### src/rtl/lcd_char_writer.sv
// lcd_char_writer: HD44780 16x2 8-bit write-only driver; runs power-up init, then refreshes both lines
// from a registered display-list source addressed by index.
module lcd_char_writer #(
    parameter int T_PWRUP = 750000,
    parameter int T_SU    = 4,
    parameter int T_PW    = 12,
    parameter int T_H     = 4,
    parameter int T_WAIT  = 2500,
    parameter int T_CLR   = 100000,
    parameter int CNT_W   = 20
) (
    input  logic       clk,
    input  logic       rst,
    input  logic [7:0] char_in,
    output logic [4:0] index,
    output logic       lcd_rs,
    output logic       lcd_rw,
    output logic       lcd_e,
    output logic [7:0] lcd_data,
    output logic       init_done,
    output logic       frame_done
);
    typedef enum logic [2:0] {PWRUP, INIT_CMD, WR_SETUP, WR_PULSE, WR_HOLD, WR_WAIT, FETCH} state_t;

    state_t           state;
    logic [CNT_W-1:0] cnt;
    logic [CNT_W-1:0] lim;
    logic [1:0]       step;
    logic             clr;
    logic             done;

    function automatic logic [7:0] cmd_of(input logic [1:0] s);
        return s == 2'd0 ? 8'h38 : s == 2'd1 ? 8'h0C : s == 2'd2 ? 8'h06 : 8'h01;
    endfunction

    assign lcd_rw = 1'b0;

    always_comb begin
        clr  = !lcd_rs && lcd_data == 8'h01;
        lim  = state == PWRUP    ? CNT_W'(T_PWRUP - 1) :
               state == WR_SETUP ? CNT_W'(T_SU - 1) :
               state == WR_PULSE ? CNT_W'(T_PW - 1) :
               state == WR_HOLD  ? CNT_W'(T_H - 1) :
               state == WR_WAIT  ? (clr ? CNT_W'(T_CLR - 1) : CNT_W'(T_WAIT - 1)) :
               state == FETCH    ? CNT_W'(1) : '0;
        done = cnt == lim;
    end

    // Line commands are loaded straight from the expiring wait so they cost no extra cycle;
    // after a line command, lcd_data[6] tells which line's first index to fetch.
    always_ff @(posedge clk) begin
        if (!rst) begin
            state      <= PWRUP;
            cnt        <= '0;
            step       <= '0;
            index      <= '0;
            lcd_rs     <= 1'b0;
            lcd_e      <= 1'b0;
            lcd_data   <= 8'h00;
            init_done  <= 1'b0;
            frame_done <= 1'b0;
        end else begin
            cnt        <= done ? '0 : cnt + 1'b1;
            frame_done <= 1'b0;
            if (done) begin
                case (state)
                    PWRUP: state <= INIT_CMD;
                    INIT_CMD: begin
                        state    <= WR_SETUP;
                        lcd_rs   <= 1'b0;
                        lcd_data <= cmd_of(step);
                    end
                    WR_SETUP: begin
                        state <= WR_PULSE;
                        lcd_e <= 1'b1;
                    end
                    WR_PULSE: begin
                        state <= WR_HOLD;
                        lcd_e <= 1'b0;
                    end
                    WR_HOLD: state <= WR_WAIT;
                    WR_WAIT: begin
                        if (!init_done) begin
                            state  <= WR_SETUP;
                            lcd_rs <= 1'b0;
                            if (step == 2'd3) begin
                                init_done <= 1'b1;
                                lcd_data  <= 8'h80;
                            end else begin
                                step     <= step + 2'd1;
                                lcd_data <= cmd_of(step + 2'd1);
                            end
                        end else if (!lcd_rs) begin
                            state <= FETCH;
                            index <= lcd_data[6] ? 5'd16 : 5'd0;
                        end else if (index[3:0] == 4'hF) begin
                            state      <= WR_SETUP;
                            lcd_rs     <= 1'b0;
                            lcd_data   <= index[4] ? 8'h80 : 8'hC0;
                            frame_done <= index[4];
                        end else begin
                            state <= FETCH;
                            index <= index + 5'd1;
                        end
                    end
                    FETCH: begin
                        state    <= WR_SETUP;
                        lcd_rs   <= 1'b1;
                        lcd_data <= char_in;
                    end
                    default: state <= PWRUP;
                endcase
            end
        end
    end
endmodule

### config.mk
export PLATFORM = sky130hd
export DESIGN_NAME = lcd_char_writer
export DESIGN_NICKNAME = d
export VERILOG_FILES = /design/src/rtl/lcd_char_writer.sv
export SDC_FILE = /design/constraint.sdc
export NUM_CORES = 1
export LEC_CHECK = 0
export BUFFER_PORTS_ARGS = -buffer_cell sky130_fd_sc_hd__buf_2
export CAP_MARGIN = 10
export CORE_MARGIN = 2
export CORE_UTILIZATION = 32
export DETAILED_ROUTE_END_ITERATION = 7
export GPL_ROUTABILITY_DRIVEN = 0
export SLEW_MARGIN = 20
export SYNTH_ARGS = -nofsm -noshare
export SYNTH_HDL_FRONTEND = slang
export SYNTH_SLANG_ARGS = --single-unit
### constraint.sdc
create_clock -name clk -period 5.6 [get_ports clk]
set_input_delay 1.12 -clock clk [delete_from_list [all_inputs] [get_ports clk]]
set_output_delay 1.12 -clock clk [all_outputs]
set_load 0.05 [all_outputs]
======== After elaboration in Yosys (flattened, before gate mapping) ========
Index checks and enable logic that the tools add are counted.
cells by class
  $add $sub $neg .......................... 3
  equal/unequal tests ..................... 17
  muxes and demuxes ....................... 33
  bitwise operators ....................... 3
  reductions and logical operators ........ 16
operator list
  operator                                                               count
  17-bit two-way mux                                                     5
  8-bit two-way mux                                                      4
  8-bit one-hot mux with 3 select lines                                  1
  20-bit by 1-bit adder with 20-bit output, second input constant        1
  20-bit equality test                                                   1
  20-bit two-way mux                                                     1
  3-bit one-hot mux with 6 select lines                                  1
  3-bit two-way mux                                                      5
  5-bit two-way mux                                                      3
  6-bit two-way mux                                                      2
  4-bit AND reduction                                                    3
  3-bit equality test, second input constant                             3
  8-bit by 1-bit equality test with 1-bit output, second input constant  1
  4-bit two-way mux                                                      2
  7-bit two-way mux                                                      1
  2-bit equality test, second input constant                             3
  3-bit by 2-bit equality test with 1-bit output, second input constant  2
  1-bit two-way mux                                                      6
  2-bit AND reduction                                                    3
  6-bit AND reduction                                                    1
  5-bit by 1-bit adder with 5-bit output, second input constant          1
  2-bit by 1-bit equality test with 1-bit output, second input constant  2
  4-bit equality test, second input constant                             1
  2-bit zero test                                                        2
  14 further kinds                                                       17
storage, ports and cells
  register bits after elaboration ......... 42
  output and inout bits ................... 18

======== Longest topological paths before layout ========
Gate-level depths: netlist of the first run.
  depth after elaboration ................. 10
  gate-level depth with buffers ........... 12
  gate-level depth less buffers ........... 9

======== Least setup slack after synthesis of the first run ========
Ideal clock, no wire load.
  path kind ............................... reg-to-reg
  from .................................... register lcd_data[0]
  to ...................................... register lcd_data[1]
  library setup time ...................... 68 ps
  arrival ................................. 2687 ps
  required time ........................... 5532 ps
  path slack .............................. 2846 ps
  cell stages (with the launch flop) ...... 9
  buffers on the path ..................... 1
  period minus slack after synthesis ...... 2754 ps
  cells stage by stage .................... dfxtp_1 -> nor3b_1 -> a311oi_1 -> or4b_2 -> nand3_2 -> nand4_2 -> buf_6 -> or4_4 -> o21ai_2
on the way
  cells in the longest elaborated chain, start to end .. 10
ends and longest elaborated chain
  what                                            line  text
  start, declared                                 19    output logic [7:0] lcd_data,
  start signal, assigned                          71    lcd_data <= cmd_of(step);
  start signal, assigned                          91    lcd_data <= cmd_of(step + 2'd1);
  start signal, assigned                          99    lcd_data <= index[4] ? 8'h80 : 8'hC0;
  8-bit by 1-bit equality test with 1-bit output  39    clr = !lcd_rs && lcd_data == 8'h01;
  1-bit logical AND                               39
  17-bit two-way mux (2 in series)                44    state == WR_WAIT ? (clr ? CNT_W'(T_CLR - 1) : CNT_W'(T_WAIT - 1)) :
  17-bit two-way mux                              43    state == WR_HOLD ? CNT_W'(T_H - 1) :
  17-bit two-way mux                              42    state == WR_PULSE ? CNT_W'(T_PW - 1) :
  17-bit two-way mux                              41    state == WR_SETUP ? CNT_W'(T_SU - 1) :
  20-bit two-way mux                              40    lim = state == PWRUP ? CNT_W'(T_PWRUP - 1) :
  20-bit equality test                            46    done = cnt == lim;
  4-bit AND reduction (no source line)            --
No other way between the ends.
A chain may end at the register's enable or synchronous reset.

======== Worst setup path in the final report of the first run ========
  from .................................... register state[0]
  to ...................................... register cnt[19]
on the way
  cells in the longest elaborated chain, start to end .. 9
  elaborated cells on any way between the ends .. 14
  classes of those cells .................. 6 x eq/ne; 6 x mux; 2 x reduce/logical
ends and longest elaborated chain
  what                                   line  text
  start, declared                        25    state_t state;
  start signal, assigned                 53    state <= PWRUP;
  start signal, assigned                 67    PWRUP: state <= INIT_CMD;
  start signal, assigned                 69    state <= WR_SETUP;
  3-bit equality test                    45    state == FETCH ? CNT_W'(1) : '0;
  1-bit two-way mux                      45
  17-bit two-way mux                     44
  17-bit two-way mux                     43
  17-bit two-way mux                     42
  17-bit two-way mux                     41
  20-bit two-way mux *                   40
  20-bit equality test *                 46
  2-bit OR reduction (no source line) *  --
  end signal, assigned                   63    cnt <= done ? '0 : cnt + 1'b1;
  end, declared                          26    logic [CNT_W-1:0] cnt;
Mark *: on every way between the ends. The rest lies on a longest branch, timed or not.

==> impl_metrics.env, run 1 <==
export IMPL_outcome="completed"
export IMPL_p_leak_uw=0.00102
export IMPL_synth_edf_count=0
export IMPL_dpl_instance_area_um2=2650
export IMPL_via_count=2150
export IMPL_synth_area_um2=2470
export IMPL_critical_path_required_ns=5.76
export IMPL_die_area_um2=8450
export IMPL_worst_pin_slew_ns=0.635
export IMPL_root_buffer="clkbuf_8"
export IMPL_synth_top_area_share=0.340
export IMPL_finalSetupViolations=0
export IMPL_antenna_found_initial=0
export IMPL_avgSynthCellArea_um2=8.44
export IMPL_ios=28
export IMPL_async_flop_share=0
export IMPL_drive_gt1_frac=0.154
export IMPL_synth_top_area_cell="dfxtp_1"
export IMPL_ant_nets=0
export IMPL_fin_crit_sh=0.644
export IMPL_skew_ns=0.00531
export IMPL_netlist_instances=293
export IMPL_start_util=0.325
export IMPL_wl_per_cell_um=13.9
export IMPL_diodes=0
export IMPL_tns_ns=0
export IMPL_synth_ff_type="dfxtp_1"
export IMPL_dieHeight_um=91.9
export IMPL_num_rows=32
export IMPL_final_nets=335
export IMPL_ys_types=59
export IMPL_cts_setup_buffers=0
export IMPL_ir_drop_mv=0.0937
export IMPL_drt_wl_total_um=5720
export IMPL_die_w_um=91.9
export IMPL_arrival_ns=3.77
export IMPL_grt_usage=0.137
export IMPL_fmax_mhz=277
export IMPL_hpwl_um=4180
export IMPL_final_area_um2=2760
export IMPL_maxCapViolCount=0
export IMPL_powerDensity_nw_per_um2=205
export IMPL_min_period_ns=3.60
export IMPL_worst_setup_path_type="reg -> reg"
export IMPL_p_total_uw=567
export IMPL_dp_cells=406
export IMPL_cts_buffers=5
export IMPL_synthToLayoutAreaGrowth_pct=11.6
export IMPL_drc=0
export IMPL_postCtsResizedCells=0
export IMPL_core_um2=7610
export IMPL_cts_buffer_depth=2
export IMPL_finalHoldViolations=0
export IMPL_finalNonFillerCells=413
export IMPL_cts_max_level=2
export IMPL_clk_insertion_delay_late_ns=0.30
export IMPL_crit_path_end_kind="flip-flop"
export IMPL_ys_top_cells_by_area="dfxtp_1 (34%), ha_1 (7.1%), nor2_1 (5.8%), nand2_1 (4.7%), xor2_1 (4.2%)"
export IMPL_cts_sinks=42
export IMPL_cts_tree="done"
export IMPL_hp_class="reg -> reg"
export IMPL_max_slew_margin=0.575
export IMPL_first_pass_iters=4
export IMPL_critPathMaxFanout=20
export IMPL_ys_ff_latch=42
export IMPL_drt_iter0_drc=93
export IMPL_yosysWarnings=0
export IMPL_seq_area_frac_synth=0.340
export IMPL_grt_pass1_vias=1969
export IMPL_synth_fp_nets=317
export IMPL_grt_pass1_wl_um=9380
export IMPL_hold_buffers=0
export IMPL_grt_max_degree=26
export IMPL_io_buffers=26
export IMPL_overflow=0
export IMPL_final_max_slew_viol_count=0
export IMPL_rsz0062_at_grt="false"
export IMPL_start_kind="flip-flop"
export IMPL_cts_clk_slew_worst_paths_ns=0.08
export IMPL_viasPerCell=5.21
## where the power goes
group | total, µW | leakage (µW) | switching, µW | internal (µW)
Sequential | 303 | 0.000339 | 2.86 | 300
Clock | 249 | 0.0000573 | 107 | 143
Combinational | 14.6 | 0.000623 | 10.2 | 4.35
## worst max-delay path: stages (launching register included)
cell,delay (ns)
dfxtp_1,0.37
inv_1,0.10
ha_1,0.34
nor2b_1,0.26
or4_1,0.43
a21o_1,0.22
a2111oi_4,0.40
nand4_2,0.52
nand2_1,0.70
nor2_1,0.12
## cell usage after synthesis, drive strengths merged, types with 3 or more instances
| cell type | instances |
|---|---|
| clkbuf | 10 |
| nand4 | 8 |
| a211oi | 3 |
| inv | 6 |
| or4 | 5 |
| o221a | 3 |
| buf | 5 |
| nand3 | 17 |
| and3 | 7 |
| mux2i | 5 |
| nor2b | 3 |
| nand3b | 3 |
| nor2 | 39 |
| nor3 | 10 |
| o211ai | 3 |
| a22oi | 3 |
| ha | 14 |
| nand2 | 31 |
| xnor2 | 7 |
| nand2b | 5 |
| o21ai | 9 |
| a21oi | 9 |
| xor2 | 12 |
| dfxtp | 42 |
## worst paths after layout
kind	from	endpoint	slack [ns]	depth (start not counted)
worst min-delay path	index[4]$_SDFFE_PN0P_	frame_done$_SDFF_PN0_	0.48	2
worst max-delay path	state[0]$_SDFFE_PN0N_	cnt[19]$_SDFF_PP0_	2.00	9
worst min register to register	index[4]$_SDFFE_PN0P_	frame_done$_SDFF_PN0_	0.48	2
worst max register to register	state[0]$_SDFFE_PN0N_	cnt[19]$_SDFF_PP0_	2.00	9
## layout make-up
cell class / instances / area (µm²)
clock buffer: 6 / 82.6
clock inverter: 1 / 30.0
fill: 824 / 4850
inverter: 6 / 22.5
multi-input combinational: 230 / 1530
sequential: 42 / 841
tap: 102 / 128
timing repair buffer: 26 / 130
## cell families (layout without fill, tap and decap cells)
kind of cell / count (synthesis) / in the layout / share of synthesized area
multiplexers: 5 / 5 / 0.0202
adder cells (fa/ha/maj): 14 / 14 / 0.0708
flip-flops: 42 / 42 / 0.340
AND/OR/NAND/NOR: 141 / 141 / 0.301
XOR/XNOR: 19 / 19 / 0.0673
AO/OA/AOI/OAI: 50 / 50 / 0.156
buffers and inverters: 21 / 39 / 0.0430
other: 1 / 1 / 0.00152
## metal layers
metal	routed length, µm	vias to the layer above	share of wire	global-route usage
met5	0	-	0	0
met4	96	0	0.017	0.0423
met3	241	10	0.042	0.0304
met2	2560	52	0.45	0.226
met1	2830	1001	0.49	0.177
li1	-	1087	-	-
## through the flow
step | hold slack (ns) | utilization | worst slack [ns]
2_1_floorplan | 0.451 | - | 2.85
3_3_place_gp | 0.473 | 0.348 | 2.09
3_5_place_dp | 0.466 | 0.348 | 2.01
4_1_cts | 0.478 | 0.363 | 1.99
5_1_grt | 0.507 | 0.363 | 1.70
6_report | 0.477 | 0.363 | 2.00
## flip-flops by register name, summed over array words and instances, names as in the netlist
register and cells:
lcd_data 8, state 3, index 5, lcd_e 1, frame_done 1, cnt 20
step 2, lcd_rs 1, init_done 1
## cells in the final DEF, fill, tap and decap left out, drive strengths merged, types with 5 or more instances in the layout
cell,instances
mux2i,5
clkbuf,6
ha,14
buf,26
inv,6
a21oi,9
nand2b,5
or4,5
xnor2,7
nor3,10
nand2,31
nand3,17
dfxtp,42
o21ai,9
nor2,39
and3,7
nand4,8
xor2,12
Power figures use the tool's default switching activity.
==> run 2: changes to the inputs <==
==> constraint.sdc (replaced) <==
create_clock -name clk -period 3.7 [get_ports clk]
set_input_delay 0.74 -clock clk [delete_from_list [all_inputs] [get_ports clk]]
set_output_delay 0.74 -clock clk [all_outputs]
set_load 0.05 [all_outputs]
==> impl_metrics.env, run 2 (synthesized netlist as in run 1, its figures left out) <==
export IMPL_outcome="completed"
export IMPL_busiest_layer="met2"
export IMPL_p_int_uw=661
export IMPL_crit_path_end_kind="flip-flop"
export IMPL_p_total_uw=843
export IMPL_start_kind="flip-flop"
export IMPL_switchingPower_uw=182
export IMPL_arrival_ns=3.45
export IMPL_top_register="cnt"
export IMPL_comb_power_share=0.028
export IMPL_grt_usage=0.136
export IMPL_start_util=0.325
export IMPL_num_rows=32
export IMPL_ir_drop_mv=0.140
export IMPL_wl_per_cell_um=13.5
export IMPL_hp_class="reg -> reg"
export IMPL_p_leak_uw=0.00103
export IMPL_layout_common_cells="dfxtp_1 (42), nor2_1 (38), nand2_1 (31)"
export IMPL_root_buffer="clkbuf_8"
export IMPL_dpl_instance_area_um2=2660
export IMPL_powerDensity_nw_per_um2=304
export IMPL_hold_depth=2
export IMPL_grt_pass1_wl_um=9480
export IMPL_cts_tree="done"
export IMPL_ant_nets=0
export IMPL_tns_ns=0
export IMPL_fmax_mhz=311
export IMPL_hold_path_endpoint="frame_done$_SDFF_PN0_"
export IMPL_io_buffers=26
export IMPL_cts_setup_buffers=0
export IMPL_use_met3=0.0271
export IMPL_use_met2=0.221
export IMPL_dieHeight_um=91.9
export IMPL_critical_path_required_ns=3.93
export IMPL_worst_setup_path_type="reg -> reg"
export IMPL_drt_wl_total_um=5630
export IMPL_worstReg2RegStart="state[0]$_SDFFE_PN0N_"
export IMPL_synthToLayoutAreaGrowth_pct=12.0
export IMPL_clk_insertion_delay_late_ns=0.30
export IMPL_cts_clk_slew_worst_paths_ns=0.09
export IMPL_hpwl_um=4110
export IMPL_pwr_share_clk=0.428
export IMPL_finalSetupViolations=0
export IMPL_via_count=2153
export IMPL_met1_usage=0.185
export IMPL_reg2regPathDepth=9
export IMPL_drive_gt1_frac=0.162
export IMPL_largest_reg_flops=20
export IMPL_die_area_um2=8450
export IMPL_drc=0
export IMPL_first_pass_iters=4
export IMPL_hold_slack_ns=0.474
export IMPL_seqPwrFrac=0.544
export IMPL_fin_crit_sh=0.870
export IMPL_die_w_um=91.9
export IMPL_reg2reg_to="lcd_data[1]$_SDFFE_PN0P_"
export IMPL_diodes=0
export IMPL_grt_max_degree=26
export IMPL_max_slew_margin=0.649
export IMPL_cts_buffers=5
export IMPL_final_nets=337
export IMPL_final_common_cell="dfxtp_1"
export IMPL_antenna_found_initial=0
export IMPL_grt_pass1_vias=1988
export IMPL_top_regs="cnt x20, lcd_data x8, index x5"
export IMPL_skew_ns=0.0107
export IMPL_hold_start="index[4]$_SDFFE_PN0P_"
export IMPL_p_sw_frac=0.216
export IMPL_final_area_um2=2770
export IMPL_reg2reg_setup_slack_ns=0.48
export IMPL_cp_slowest_cell="or4_4"
export IMPL_rsz0062_at_grt="false"
export IMPL_maxCapViolCount=0
export IMPL_critPathMaxFanout=14
export IMPL_cts_buffer_depth=2
export IMPL_core_um2=7610
export IMPL_finalHoldViolations=0
export IMPL_path_cells="inv_1 -> ha_1 -> nor2b_1 -> or4_1 -> a21o_1 -> a2111oi_4 -> nand4_2 -> or4_4 -> o21ai_2"
export IMPL_cts_sinks=42
export IMPL_cts_max_level=2
export IMPL_drt_iter0_drc=107
export IMPL_overflow=0
export IMPL_postCtsResizedCells=0
export IMPL_hold_buffers=0
export IMPL_worst_pin_slew_ns=0.523
export IMPL_viasPerCell=5.18
export IMPL_final_max_slew_viol_count=0
export IMPL_ios=28
export IMPL_min_period_ns=3.22
export IMPL_critPathMaxStageDelay_ns=0.63
## run 2: cell types whose count changed in the layout (fill, tap and decap cells not counted), sizes merged
cell	previous run	this run
clkbuf	6	5
buf	26	28
clkinv	0	2
## run 2: metal layers
metal | routed length, µm | share of wire | up-vias
li1 | - | - | 1084
met4 | 47 | 0.0083 | 0
met3 | 187 | 0.033 | 7
met1 | 2800 | 0.50 | 1016
met2 | 2600 | 0.46 | 46
met5 | 0 | 0 | -
## run 2: stage by stage
| stage | std cells | setup slack [ns] | utilization |
|---|---|---|---|
| after CTS | 416 | 0.494 | 0.364 |
| after detailed placement | 408 | 0.532 | 0.350 |
| after global placement | 408 | 0.583 | 0.350 |
| final | 416 | 0.480 | 0.364 |
| after floorplan | 293 | 0.946 | - |
| after global routing | 416 | 0.221 | 0.364 |
## run 2: how the worst max path moves through the flow
stage	to	startpoint	cells after the start
finish	lcd_data[1]$_SDFFE_PN0P_	state[0]$_SDFFE_PN0N_	9
global route	lcd_data[0]$_SDFFE_PN0P_	state[1]$_SDFFE_PN0N_	9
CTS	lcd_data[1]$_SDFFE_PN0P_	state[0]$_SDFFE_PN0N_	9
detailed placement	lcd_data[1]$_SDFFE_PN0P_	state[0]$_SDFFE_PN0N_	9
global placement	lcd_data[1]$_SDFFE_PN0P_	state[0]$_SDFFE_PN0N_	9
floorplan	lcd_data[1]$_SDFFE_PN0P_	lcd_data[0]$_SDFFE_PN0P_	8
## run 2: critical path: cells and delay by family (launching register included)
| kind | cells | cell delay, ns |
|---|---|---|
| and+or+nand+nor | 4 | 1.68 |
| AOI/OAI and AO/OA | 3 | 0.68 |
| DFF | 1 | 0.37 |
| buffers and inverters | 1 | 0.09 |
| adders and majority gates | 1 | 0.34 |
## run 2: layout make-up
cell class,instances,area [µm²]
tap,102,128
clock inverter,3,40.0
clock buffer,5,68.8
inverter,6,22.5
timing repair buffer,28,145
fill,802,4840
sequential,42,841
multi-input combinational,230,1530
## run 2: power groups by stage
stage,Combinational (µW),Clock [µW],Sequential (µW)
after floorplan,15.6,0,468
after global placement,23.1,0,469
after detailed placement,23.7,0,469
after CTS,23.7,370,459
after global routing,25.6,390,459
final,23.5,361,458
==> run 3: changes to the inputs <==
--- a/config.mk
+++ b/config.mk
@@ -11,6 +11,7 @@
 export CORE_UTILIZATION = 32
 export DETAILED_ROUTE_END_ITERATION = 7
 export GPL_ROUTABILITY_DRIVEN = 0
+export PLACE_DENSITY = 0.47
 export SLEW_MARGIN = 20
 export SYNTH_ARGS = -nofsm -noshare
 export SYNTH_HDL_FRONTEND = slang
==> constraint.sdc (replaced) <==
create_clock -name clk -period 3.57 [get_ports clk]
set_input_delay 0.714 -clock clk [delete_from_list [all_inputs] [get_ports clk]]
set_output_delay 0.714 -clock clk [all_outputs]
set_load 0.05 [all_outputs]
==> impl_metrics.env, run 3 (synthesized netlist as in run 1, its figures left out) <==
export IMPL_outcome="completed"
export IMPL_cts_sinks=42
export IMPL_hpwl_um=4360
export IMPL_dpl_instance_area_um2=2690
export IMPL_grt_max_degree=26
export IMPL_hold_buffers=0
export IMPL_skew_ns=0.00873
export IMPL_tns_ns=0
export IMPL_finalNonFillerCells=419
export IMPL_final_nets=340
export IMPL_start_util=0.325
export IMPL_use_met2=0.251
export IMPL_met1_usage=0.183
export IMPL_grt_pass1_vias=2037
export IMPL_cts_tree="done"
export IMPL_max_slew_margin=0.638
export IMPL_min_period_ns=3.04
export IMPL_final_common_cell="dfxtp_1"
export IMPL_clk_insertion_delay_late_ns=0.30
export IMPL_fmax_mhz=329
export IMPL_layout_common_cells="dfxtp_1 (42), nor2_1 (38), nand2_1 (31)"
export IMPL_worst_pin_slew_ns=0.539
export IMPL_grt_pass1_wl_um=9890
export IMPL_top_register="cnt"
export IMPL_largest_reg_flops=20
export IMPL_top_regs="cnt x20, lcd_data x8, index x5"
export IMPL_cts_buffers=5
export IMPL_wl_per_cell_um=13.7
export IMPL_cts_max_level=2
export IMPL_start_kind="flip-flop"
export IMPL_cts_buffer_depth=2
export IMPL_first_pass_iters=4
export IMPL_drt_iter0_drc=88
export IMPL_die_area_um2=8450
export IMPL_antenna_found_initial=0
export IMPL_overflow=0
export IMPL_die_w_um=91.9
export IMPL_drive_gt1_frac=0.164
export IMPL_io_buffers=26
export IMPL_busiest_layer="met2"
export IMPL_via_count=2125
export IMPL_final_max_slew_viol_count=0
export IMPL_drt_wl_total_um=5740
export IMPL_final_area_um2=2790
export IMPL_diodes=0
export IMPL_p_total_uw=873
export IMPL_powerDensity_nw_per_um2=313
export IMPL_ios=28
export IMPL_dieHeight_um=91.9
export IMPL_root_buffer="clkbuf_8"
export IMPL_core_um2=7610
export IMPL_grt_usage=0.146
export IMPL_worst_setup_path_type="reg -> reg"
export IMPL_crit_path_end_kind="flip-flop"
export IMPL_rsz0062_at_grt="false"
export IMPL_finalHoldViolations=0
export IMPL_hold_slack_ns=0.474
export IMPL_fin_crit_sh=0.851
export IMPL_finalSetupViolations=0
export IMPL_p_leak_uw=0.00104
export IMPL_hp_class="reg -> reg"
export IMPL_maxCapViolCount=0
export IMPL_critical_path_required_ns=3.79
export IMPL_dp_cells=411
export IMPL_postCtsResizedCells=0
export IMPL_arrival_ns=3.26
export IMPL_cts_setup_buffers=0
export IMPL_synthToLayoutAreaGrowth_pct=12.8
export IMPL_ant_nets=0
export IMPL_drc=0
export IMPL_cts_clk_slew_worst_paths_ns=0.08
export IMPL_viasPerCell=5.07
export IMPL_use_met3=0.0329
export IMPL_num_rows=32
export IMPL_ir_drop_mv=0.121
export IMPL_critPathMaxFanout=13
## run 3: power by group
group          internal, µW  leakage, µW  switching (µW)
clock network           209    0.0000524             165
logic                  7.73     0.000647            16.4
registers               471     0.000339            4.06
## run 3: final cells by class
| class | instances | area, µm² |
|---|---|---|
| fillers | 820 | 4820 |
| clock buffers | 7 | 76.3 |
| clock inverters | 1 | 30.0 |
| repair buffers | 31 | 168 |
| multi-input cells | 230 | 1530 |
| inverters | 6 | 22.5 |
| well taps | 102 | 128 |
| flip-flops and latches | 42 | 841 |
## run 3: metrics by stage
| step | utilization | setup WS, ns |
|---|---|---|
| final | 0.367 | 0.533 |
| after detailed placement | 0.353 | 0.543 |
| after global placement | 0.353 | 0.606 |
| after CTS | 0.367 | 0.522 |
| after global routing | 0.367 | 0.194 |
| after floorplan | - | 0.816 |
## run 3: worst max-delay path: stages (launching register included)
cell and delay, ns:
dfxtp_1 0.34, inv_1 0.08, ha_1 0.25, nand2_1 0.17, a311oi_1 0.51, a21boi_0 0.25
a2111oi_4 0.28, nand4_2 0.37, or4_1 0.60, o21ai_0 0.09
## run 3: final timing paths
path                              end                      from  cells after the start  slack (ns)
max          lcd_data[0]$_SDFFE_PN0P_     state[1]$_SDFFE_PN0N_                      9        0.53
min          lcd_data[5]$_SDFFE_PN0P_  lcd_data[5]$_SDFFE_PN0P_                      2        0.47
max reg2reg  lcd_data[0]$_SDFFE_PN0P_     state[1]$_SDFFE_PN0N_                      9        0.53
min reg2reg  lcd_data[5]$_SDFFE_PN0P_  lcd_data[5]$_SDFFE_PN0P_                      2        0.47
## run 3: layer usage
metal | vias up | routed length [µm] | share of wire
li1 | 1102 | - | -
met1 | 992 | 2760 | 0.48
met2 | 25 | 2710 | 0.47
met3 | 6 | 207 | 0.036
met4 | 0 | 65 | 0.011
met5 | - | 0 | 0
